## config.mk

```make
export PLATFORM = sky130hd
export DESIGN_NAME = s_share_compress
export DESIGN_NICKNAME = d
export VERILOG_FILES = /design/src/rtl/prince_ti_pkg.sv /design/src/rtl/s_bit_compress.sv /design/src/rtl/s_share_compress.sv
export SDC_FILE = /design/constraint.sdc
export NUM_CORES = 1
export LEC_CHECK = 0
export ABC_AREA = 1
export BUFFER_PORTS_ARGS = -buffer_cell sky130_fd_sc_hd__buf_4
export CORE_UTILIZATION = 44
export CTS_CLUSTER_SIZE = 28
export DETAILED_ROUTE_END_ITERATION = 7
export GPL_TIMING_DRIVEN = 0
export PLACE_DENSITY = 0.77
export SYNTH_ARGS = -nofsm -noshare
export SYNTH_HDL_FRONTEND = slang
export SYNTH_SLANG_ARGS = --single-unit
```

## constraint.sdc

```tcl
create_clock -name clk -period 1.95 [get_ports clk]
set_input_delay 0.195 -clock clk [delete_from_list [all_inputs] [get_ports clk]]
set_output_delay 0.195 -clock clk [all_outputs]
set_load 0.05 [all_outputs]
```

## src/rtl/prince_ti_pkg.sv

```systemverilog
// Shared types and sizes for the PRINCE threshold-implementation S-box datapath.
package prince_ti_pkg;

  localparam int SHARE_W = 4;
  localparam int TERM_W  = 8;
  localparam int N_TERMS = 4;

  typedef logic [TERM_W-1:0]  term_t;
  typedef logic [SHARE_W-1:0] share_t;

endpackage

```

## src/rtl/s_bit_compress.sv

```systemverilog
// One S-box output bit: folds the eight registered component terms back into two shares.
import prince_ti_pkg::*;

module s_bit_compress (
  input  term_t term,
  output logic  sh1,
  output logic  sh2
);

  // Low nibble carries share-1 terms, high nibble share-2 terms.
  assign sh1 = ^term[3:0];
  assign sh2 = ^term[7:4];

endmodule

```

## src/rtl/s_share_compress.sv

```systemverilog
// Two-stage TI S-box consumer: registered term barrier, then XOR compression into
// two registered 4-bit shares behind a valid/ready handshake.
import prince_ti_pkg::*;

module s_share_compress #(
  parameter int CNT_W = 16
) (
  input  logic             clk,
  input  logic             rst,
  input  logic             in_valid,
  output logic             in_ready,
  input  logic [7:0]       term1,
  input  logic [7:0]       term2,
  input  logic [7:0]       term3,
  input  logic [7:0]       term4,
  output logic             out_valid,
  input  logic             out_ready,
  output logic [3:0]       out_sh1,
  output logic [3:0]       out_sh2,
  output logic [CNT_W-1:0] acc_cnt
);

  term_t  t_in [N_TERMS];
  term_t  t_q  [N_TERMS];
  logic   v1;
  logic   s2_free;
  logic   in_xfer;
  share_t c_sh1;
  share_t c_sh2;

  assign t_in[0] = term1;
  assign t_in[1] = term2;
  assign t_in[2] = term3;
  assign t_in[3] = term4;

  assign s2_free  = !out_valid || out_ready;
  assign in_ready = !v1 || s2_free;
  assign in_xfer  = in_valid && in_ready;

  // Stage 1: the only source for the XOR trees, so no input glitch reaches them.
  always_ff @(posedge clk or posedge rst) begin
    if (rst) begin
      v1 <= 1'b0;
      for (int i = 0; i < N_TERMS; i++) t_q[i] <= '0;
    end else if (in_xfer) begin
      v1 <= 1'b1;
      for (int i = 0; i < N_TERMS; i++) t_q[i] <= t_in[i];
    end else if (v1 && s2_free) begin
      v1 <= 1'b0;
    end
  end

  for (genvar b = 0; b < N_TERMS; b++) begin : g_bit
    s_bit_compress u_bit (
      .term (t_q[b]),
      .sh1  (c_sh1[b]),
      .sh2  (c_sh2[b])
    );
  end

  always_ff @(posedge clk or posedge rst) begin
    if (rst) begin
      out_valid <= 1'b0;
      out_sh1   <= '0;
      out_sh2   <= '0;
    end else if (v1 && s2_free) begin
      out_valid <= 1'b1;
      out_sh1   <= c_sh1;
      out_sh2   <= c_sh2;
    end else if (out_ready) begin
      out_valid <= 1'b0;
    end
  end

  always_ff @(posedge clk or posedge rst) begin
    if (rst) begin
      acc_cnt <= '0;
    end else if (in_xfer) begin
      acc_cnt <= acc_cnt + {{(CNT_W-1){1'b0}}, 1'b1};
    end
  end

endmodule
```

==> run_results.csv, run 1 <==
group,metric,value,unit
outcome,outcome,"completed",
sta,min_period_over_period,73.0,%
floorplan,die_w,81.4,µm
worst_setup_path,crit_path_top_delay_cell,"dfrtp_1",
worst_setup_path,worstPathMaxFanout,9,
worst_setup_path,path_class,"register to register",
logic_synthesis,synth-seq-cells,58,
worst_setup_path,r2r_end,"out_sh1[1]",
place,dp_hpwl,4.01,mm
sta,slew_viol_final,0,
power,ir_worst_vdd,0.872,mV
sta,clock_skew,5.57,ps
worst_setup_path,cp-start-kind,"register",
power,cellLeakagePower,1.94,nW
place,io_buffers,61,
power,powerDensity,1200,nW/µm²
floorplan,coreArea,5990,µm²
cts,cts_sinks,58,
worst_setup_path,reg2reg_from,"out_valid",
logic_synthesis,synth.distinct_cells,19,
hold_path,hp-class,"primary input to register",
drt,routedWlPerCell,11.2,µm
sta,relSlewSlack,61.7,%
worst_setup_path,startpoint,"out_valid",
logic_synthesis,synth_top_cell_by_area,"dfrtp_1",
place,place_inst,480,
floorplan,die_h,81.4,µm
sta,setup_ws,526,ps
cts,root_buffer,"clkbuf_8",
drt,totalWireLength,5.56,mm
final_layout,fin_cells,496,
logic_synthesis,ys_warn_count,0,
final_layout,layout_common_cells,"181 x nand2_1, 64 x buf_4, 58 x dfrtp_1",
global_route,grt_pass1_wl,9.45,mm
place,place_ws,510,ps
sta,fin_crit,1420,ps
place,gp_congestion,0.805,
hold_path,hold_depth,3,
drt,drt_pre_antenna_iters,4,
floorplan,start_util,46.3,%
cts,numCtsBuffers,9,
drt,vias,2264,
sta,rsz0062_at_grt,"no",
worst_setup_path,end_kind,"register",
logic_synthesis,syn_avg_cell_area,8.08,µm²
worst_setup_path,max_stage_delay,430,ps
floorplan,ios,62,
global_route,grt_pass1_vias,2166,
logic_synthesis,netlist_area,2770,µm²
final_layout,utilization,58.5,%
place,place_area,3340,µm²
worst_setup_path,rrSetupSlack,530,ps
final_layout,final_layout_size_suffix_gt1_share,22.3,%
floorplan,std_cell_rows,28,
worst_setup_path,timing.critical_path.mode_cell,"nand2_1",
cts,tritoncts,"done",
final_layout,design_area,3510,µm²
run,drv_cap,0,
worst_setup_path,worst_ep_required_time,2170,ps
worst_setup_path,r2r.worst_path.cells,4,
final_layout,nets,454,
cts,cts_setup_buffers,0,
global_route,grt_max_degree,34,
worst_setup_path,crit_chain,"a21oi_2 -> inv_1 -> nand2_1 -> nand2_1",
logic_synthesis,syn-num-nets,380,
drt,drc,0,
cts,clockBufferDepth,2,
hold_path,hp-start,"term2[6]",
final_layout,synthToLayoutAreaGrowth,26.4,%
hold_path,hold_end,"t_q[22]",
logic_synthesis,synth_cells,343,
global_route,grt_use_total,19.4,%
logic_synthesis,synth_top_area_share,52.3,%
drt,vias_per_cell,4.56,
logic_synthesis,synth_area_leaders,"dfrtp_1 52%, nand2_1 25%, xnor2_1 5.1%",
global_route,antenna_found_initial,0,
drt,ant_nets,0,
final_layout,layout_commonest_cell,"nand2_1",
cts,insertion_delay,330,ps
sta,clock.fmax,0.702,GHz
global_route,grt_overflow,0,
final_layout,antennaDiodeCount,0,
sta,final-hold-violation-count,0,
logic_synthesis,yosysSeqAreaShare,52.3,%
cts,clkTransAtPathRegs,60,ps
worst_setup_path,worst_ep_arrival_time,1650,ps
cts,htreeDepth,3,
sta,setup_viol,0,
floorplan,die_area,6620,µm²
sta,worstMarginPinSlew,573,ps
drt,drt_iter0_markers,93,
[power breakdown]
| group | switching (W) | total, W | internal (W) |
|---|---|---|---|
| Combinational | 0.00106 | 0.00160 | 0.000543 |
| Sequential | 0.000228 | 0.00169 | 0.00146 |
| Clock | 0.000452 | 0.000896 | 0.000445 |
[Yosys cell counts]
cell and count:
nand2_1 181, dfrtp_1 58, inv_1 32, xnor2_1 16, nor2_1 12, nand3_1 11, nand3b_1 7, xor2_1 6
buf_6 4, buf_4 3, nor2_4 3, inv_2 2, nand2_2 2, a21oi_2 1, ha_1 1, nand2_4 1
nand3_2 1, nand4_1 1, nor2_2 1
[worst max path at each step]
| stage | cells past startpoint | endpoint | slack, ps |
|---|---|---|---|
| after global routing | 4 | out_sh1[3] | 410 |
| final | 4 | out_sh1[1] | 530 |
| after floorplan | 5 | acc_cnt[4] | 180 |
| after detailed placement | 4 | out_sh1[1] | 510 |
| after global placement | 2 | t_q[22] | -370 |
| after CTS | 4 | out_sh1[1] | 490 |
[timing repair]
item / in CTS / in global routing
hold buffers: 1 / 0
gates resized for setup: 0 / 0
endpoints found under the hold margin: 25 / 0
[final cells by class]
cell class / instances / area (µm²)
Sequential cell: 58 / 1450
Timing Repair Buffer: 63 / 488
Multi-Input combinational cell: 244 / 1130
Buffer: 7 / 67.6
Clock buffer: 11 / 131
Clock inverter: 4 / 20.0
Inverter: 34 / 128
Tap cell: 75 / 93.8
Fill cell: 549 / 2480
[flip-flops by register name (all words and copies together), names as in the netlist]
register and count:
out_sh2 4, out_sh1 4, out_valid 1, t_q 32, v1 1, acc_cnt 16
[per-layer routing]
metal,vias up,track usage [%],wire [µm]
li1,1171,-,-
met1,1032,24.0,2650
met2,53,31.2,2510
met3,8,5.62,339
met4,0,8.57,67
met5,-,0,0
[critical path: cells and delay by family (launching register included)]
| kind | cells | cell delay (ps) |
|---|---|---|
| AO/OA/AOI/OAI | 1 | 430 |
| buffers and inverters | 1 | 280 |
| flip-flops | 1 | 430 |
| AND/OR/NAND/NOR | 2 | 170 |
[kinds of logic after synthesis]
logic type | share of synthesized area, %
AND/OR/NAND/NOR | 32.9
AO/OA/AOI/OAI | 0.316
buffers and inverters | 7.04
adder cells (fa/ha/maj) | 0.451
flip-flops | 52.3
XOR/XNOR | 6.95
[per-stage QoR]
step / hold slack [ps] / power, W / TNS, ps
2_1_floorplan: 305 / 0.00284 / 0
3_3_place_gp: 392 / 0.00328 / -21410
3_5_place_dp: 302 / 0.00333 / 0
4_1_cts: 40.1 / 0.00423 / 0
5_1_grt: 47.4 / 0.00445 / 0
6_report: 52.6 / 0.00419 / 0
(Power assumes the default switching activity.)
==> run 2: changes to the inputs <==
Clock period 1.95 ns to 1.5 ns, I/O delays scaled along.
==> run 2 against run 1 <==
- register-to-register slack lost 320 ps
- combinational power grew 31%
- count of clock-buffer cells in the layout grew 4
- core utilization grew 0.63 points
- design area grew 1.1%
- setup slack lost 320 ps
- sequential power grew 31%
- wire length shrank 0.50%
- total power grew 32%
- largest power group unchanged
- highest routed layer unchanged
==> run_results.csv, run 2 (same netlist as run 1, synthesis figures left out) <==
group,metric,value,unit
outcome,outcome,"completed",
worst_setup_path,crit_chain,"ha_1 -> nand2_1 -> nor2_1 -> nand2_1 -> nor2_4 -> nand2_1 -> nand2_1 -> nand2_1",
global_route,grt_pass1_wl,9.20,mm
worst_setup_path,rrSetupSlack,210,ps
sta,clock.fmax,0.774,GHz
worst_setup_path,end_kind,"register",
cts,clockBufferDepth,2,
sta,setup_ws,208,ps
floorplan,die_area,6620,µm²
cts,clkTransAtPathRegs,60,ps
worst_setup_path,endpoint,"acc_cnt[12]",
sta,min_period_over_period,86.1,%
floorplan,coreArea,5990,µm²
cts,htreeDepth,3,
power,ir_worst_vdd,1.18,mV
place,place_area,3340,µm²
drt,routedWlPerCell,11.1,µm
worst_setup_path,cp-start-kind,"register",
sta,rsz0062_at_grt,"no",
floorplan,die_h,81.4,µm
cts,tritoncts,"done",
global_route,grt_max_degree,59,
drt,vias_per_cell,4.63,
drt,totalWireLength,5.53,mm
floorplan,std_cell_rows,28,
final_layout,regMostFlops,"t_q",
final_layout,layout_common_cells,"181 x nand2_1, 64 x buf_4, 55 x dfrtp_1",
sta,setup_viol,0,
final_layout,final_layout_size_suffix_gt1_share,22.3,%
final_layout,largestRegisters,"t_q (32), acc_cnt (16)",
cts,cts_sinks,58,
worst_setup_path,worstPathMaxFanout,7,
final_layout,nets,455,
drt,ant_nets,0,
global_route,grt_use_total,18.6,%
final_layout,synthToLayoutAreaGrowth,27.8,%
final_layout,layout_commonest_cell,"nand2_1",
worst_setup_path,path_class,"register to register",
drt,drt_pre_antenna_iters,4,
drt,drc,0,
cts,cts_setup_buffers,0,
worst_setup_path,timing.critical_path.mode_cell,"nand2_1",
sta,relSlewSlack,61.8,%
sta,worstMarginPinSlew,572,ps
worst_setup_path,max_stage_delay,390,ps
final_layout,largest_reg_flops,32,
global_route,grt_overflow,0,
floorplan,die_w,81.4,µm
global_route,grt_pass1_vias,2121,
global_route,antenna_found_initial,0,
place,io_buffers,61,
worst_setup_path,r2r_end,"acc_cnt[12]",
floorplan,start_util,46.3,%
worst_setup_path,reg2reg_from,"acc_cnt[1]",
drt,vias,2299,
run,drv_cap,0,
cts,insertion_delay,330,ps
worst_setup_path,r2r.worst_path.cells,8,
sta,final-hold-violation-count,0,
sta,fin_tns_setup,0,ps
final_layout,design_area,3540,µm²
place,dp_hpwl,3.88,mm
worst_setup_path,worst_ep_required_time,1720,ps
worst_setup_path,startpoint,"acc_cnt[1]",
place,gp_congestion,0.776,
cts,numCtsBuffers,9,
sta,hold_ws,13.6,ps
floorplan,ios,62,
place,place_ws,18.0,ps
power,cellLeakagePower,1.93,nW
cts,root_buffer,"clkbuf_8",
sta,clock_skew,5.29,ps
worst_setup_path,crit_path_top_delay_cell,"dfrtp_2",
sta,slew_viol_final,0,
final_layout,antennaDiodeCount,0,
hold_path,hp-class,"primary input to register",
sta,fin_crit,1290,ps
drt,drt_iter0_markers,121,
worst_setup_path,worst_ep_arrival_time,1520,ps
power,powerDensity,1560,nW/µm²
==> run 2: cell count changes in the layout (fill, tap and decap cells not counted), sizes merged <==
cell	before	now
clkbuf	11	15
clkinv	4	0
clkinvlp	0	1
dlygate4sd3	1	2
inv	34	33
==> run 2: how the worst min path moves through the flow <==
| stage | slack (ps) | to | from | cells after the start |
|---|---|---|---|---|
| final | 10 | t_q[23] | term2[7] | 3 |
| after global routing | 3 | t_q[28] | term1[4] | 3 |
| after CTS | 0.2 | t_q[26] | term1[2] | 3 |
| after detailed placement | 350 | t_q[19] | term2[3] | 3 |
| after global placement | 350 | t_q[23] | term2[7] | 3 |
| after floorplan | 240 | acc_cnt[10] | rst | 1 |
==> run 2: report_power, final <==
part,total (W),switching [W],leakage [nW],internal (W)
clock,0.00121,0.000567,0.0778,0.000639
combinational,0.00210,0.00139,1.14,0.000712
sequential,0.00221,0.000297,0.715,0.00191
total,0.00551,0.00225,1.93,0.00326
==> run 2: layout make-up <==
class                           count  area [µm²]
Inverter                           34         131
Timing Repair Buffer               64         498
Buffer                              7        67.6
Tap cell                           75        93.8
Clock buffer                       15         156
Sequential cell                    58        1460
Fill cell                         528        2450
Multi-Input combinational cell    244        1140
==> run 2: repair_timing <==
action / in CTS / in global routing
endpoints found under the setup margin: 0 / 8
endpoints found under the hold margin: 0 / 25
hold buffers: 0 / 2
gates resized for setup: 0 / 1
==> run 2: through the flow <==
stage | cells | utilization, % | power, W
CTS | 494 | 58.4 | 0.00556
global route | 497 | 59.1 | 0.00584
finish | 497 | 59.1 | 0.00551
detailed placement | 479 | 55.7 | 0.00432
global placement | 479 | 55.7 | 0.00428
floorplan | 343 | - | 0.00370
==> run 2: per-layer routing <==
metal  up-vias  track usage (%)  share of wire (%)
li1       1174                -                  -
met1      1064             22.5                 46
met3         7             7.64                6.4
met4         0             5.54               0.83
met2        54             30.2                 47
met5         -                0                  0
==> run 2: critical path, delay by kind of cell, from the launching register on <==
family | cells | cell delay (ps)
and+or+nand+nor | 7 | 580
DFF | 1 | 390
adders and majority gates | 1 | 200
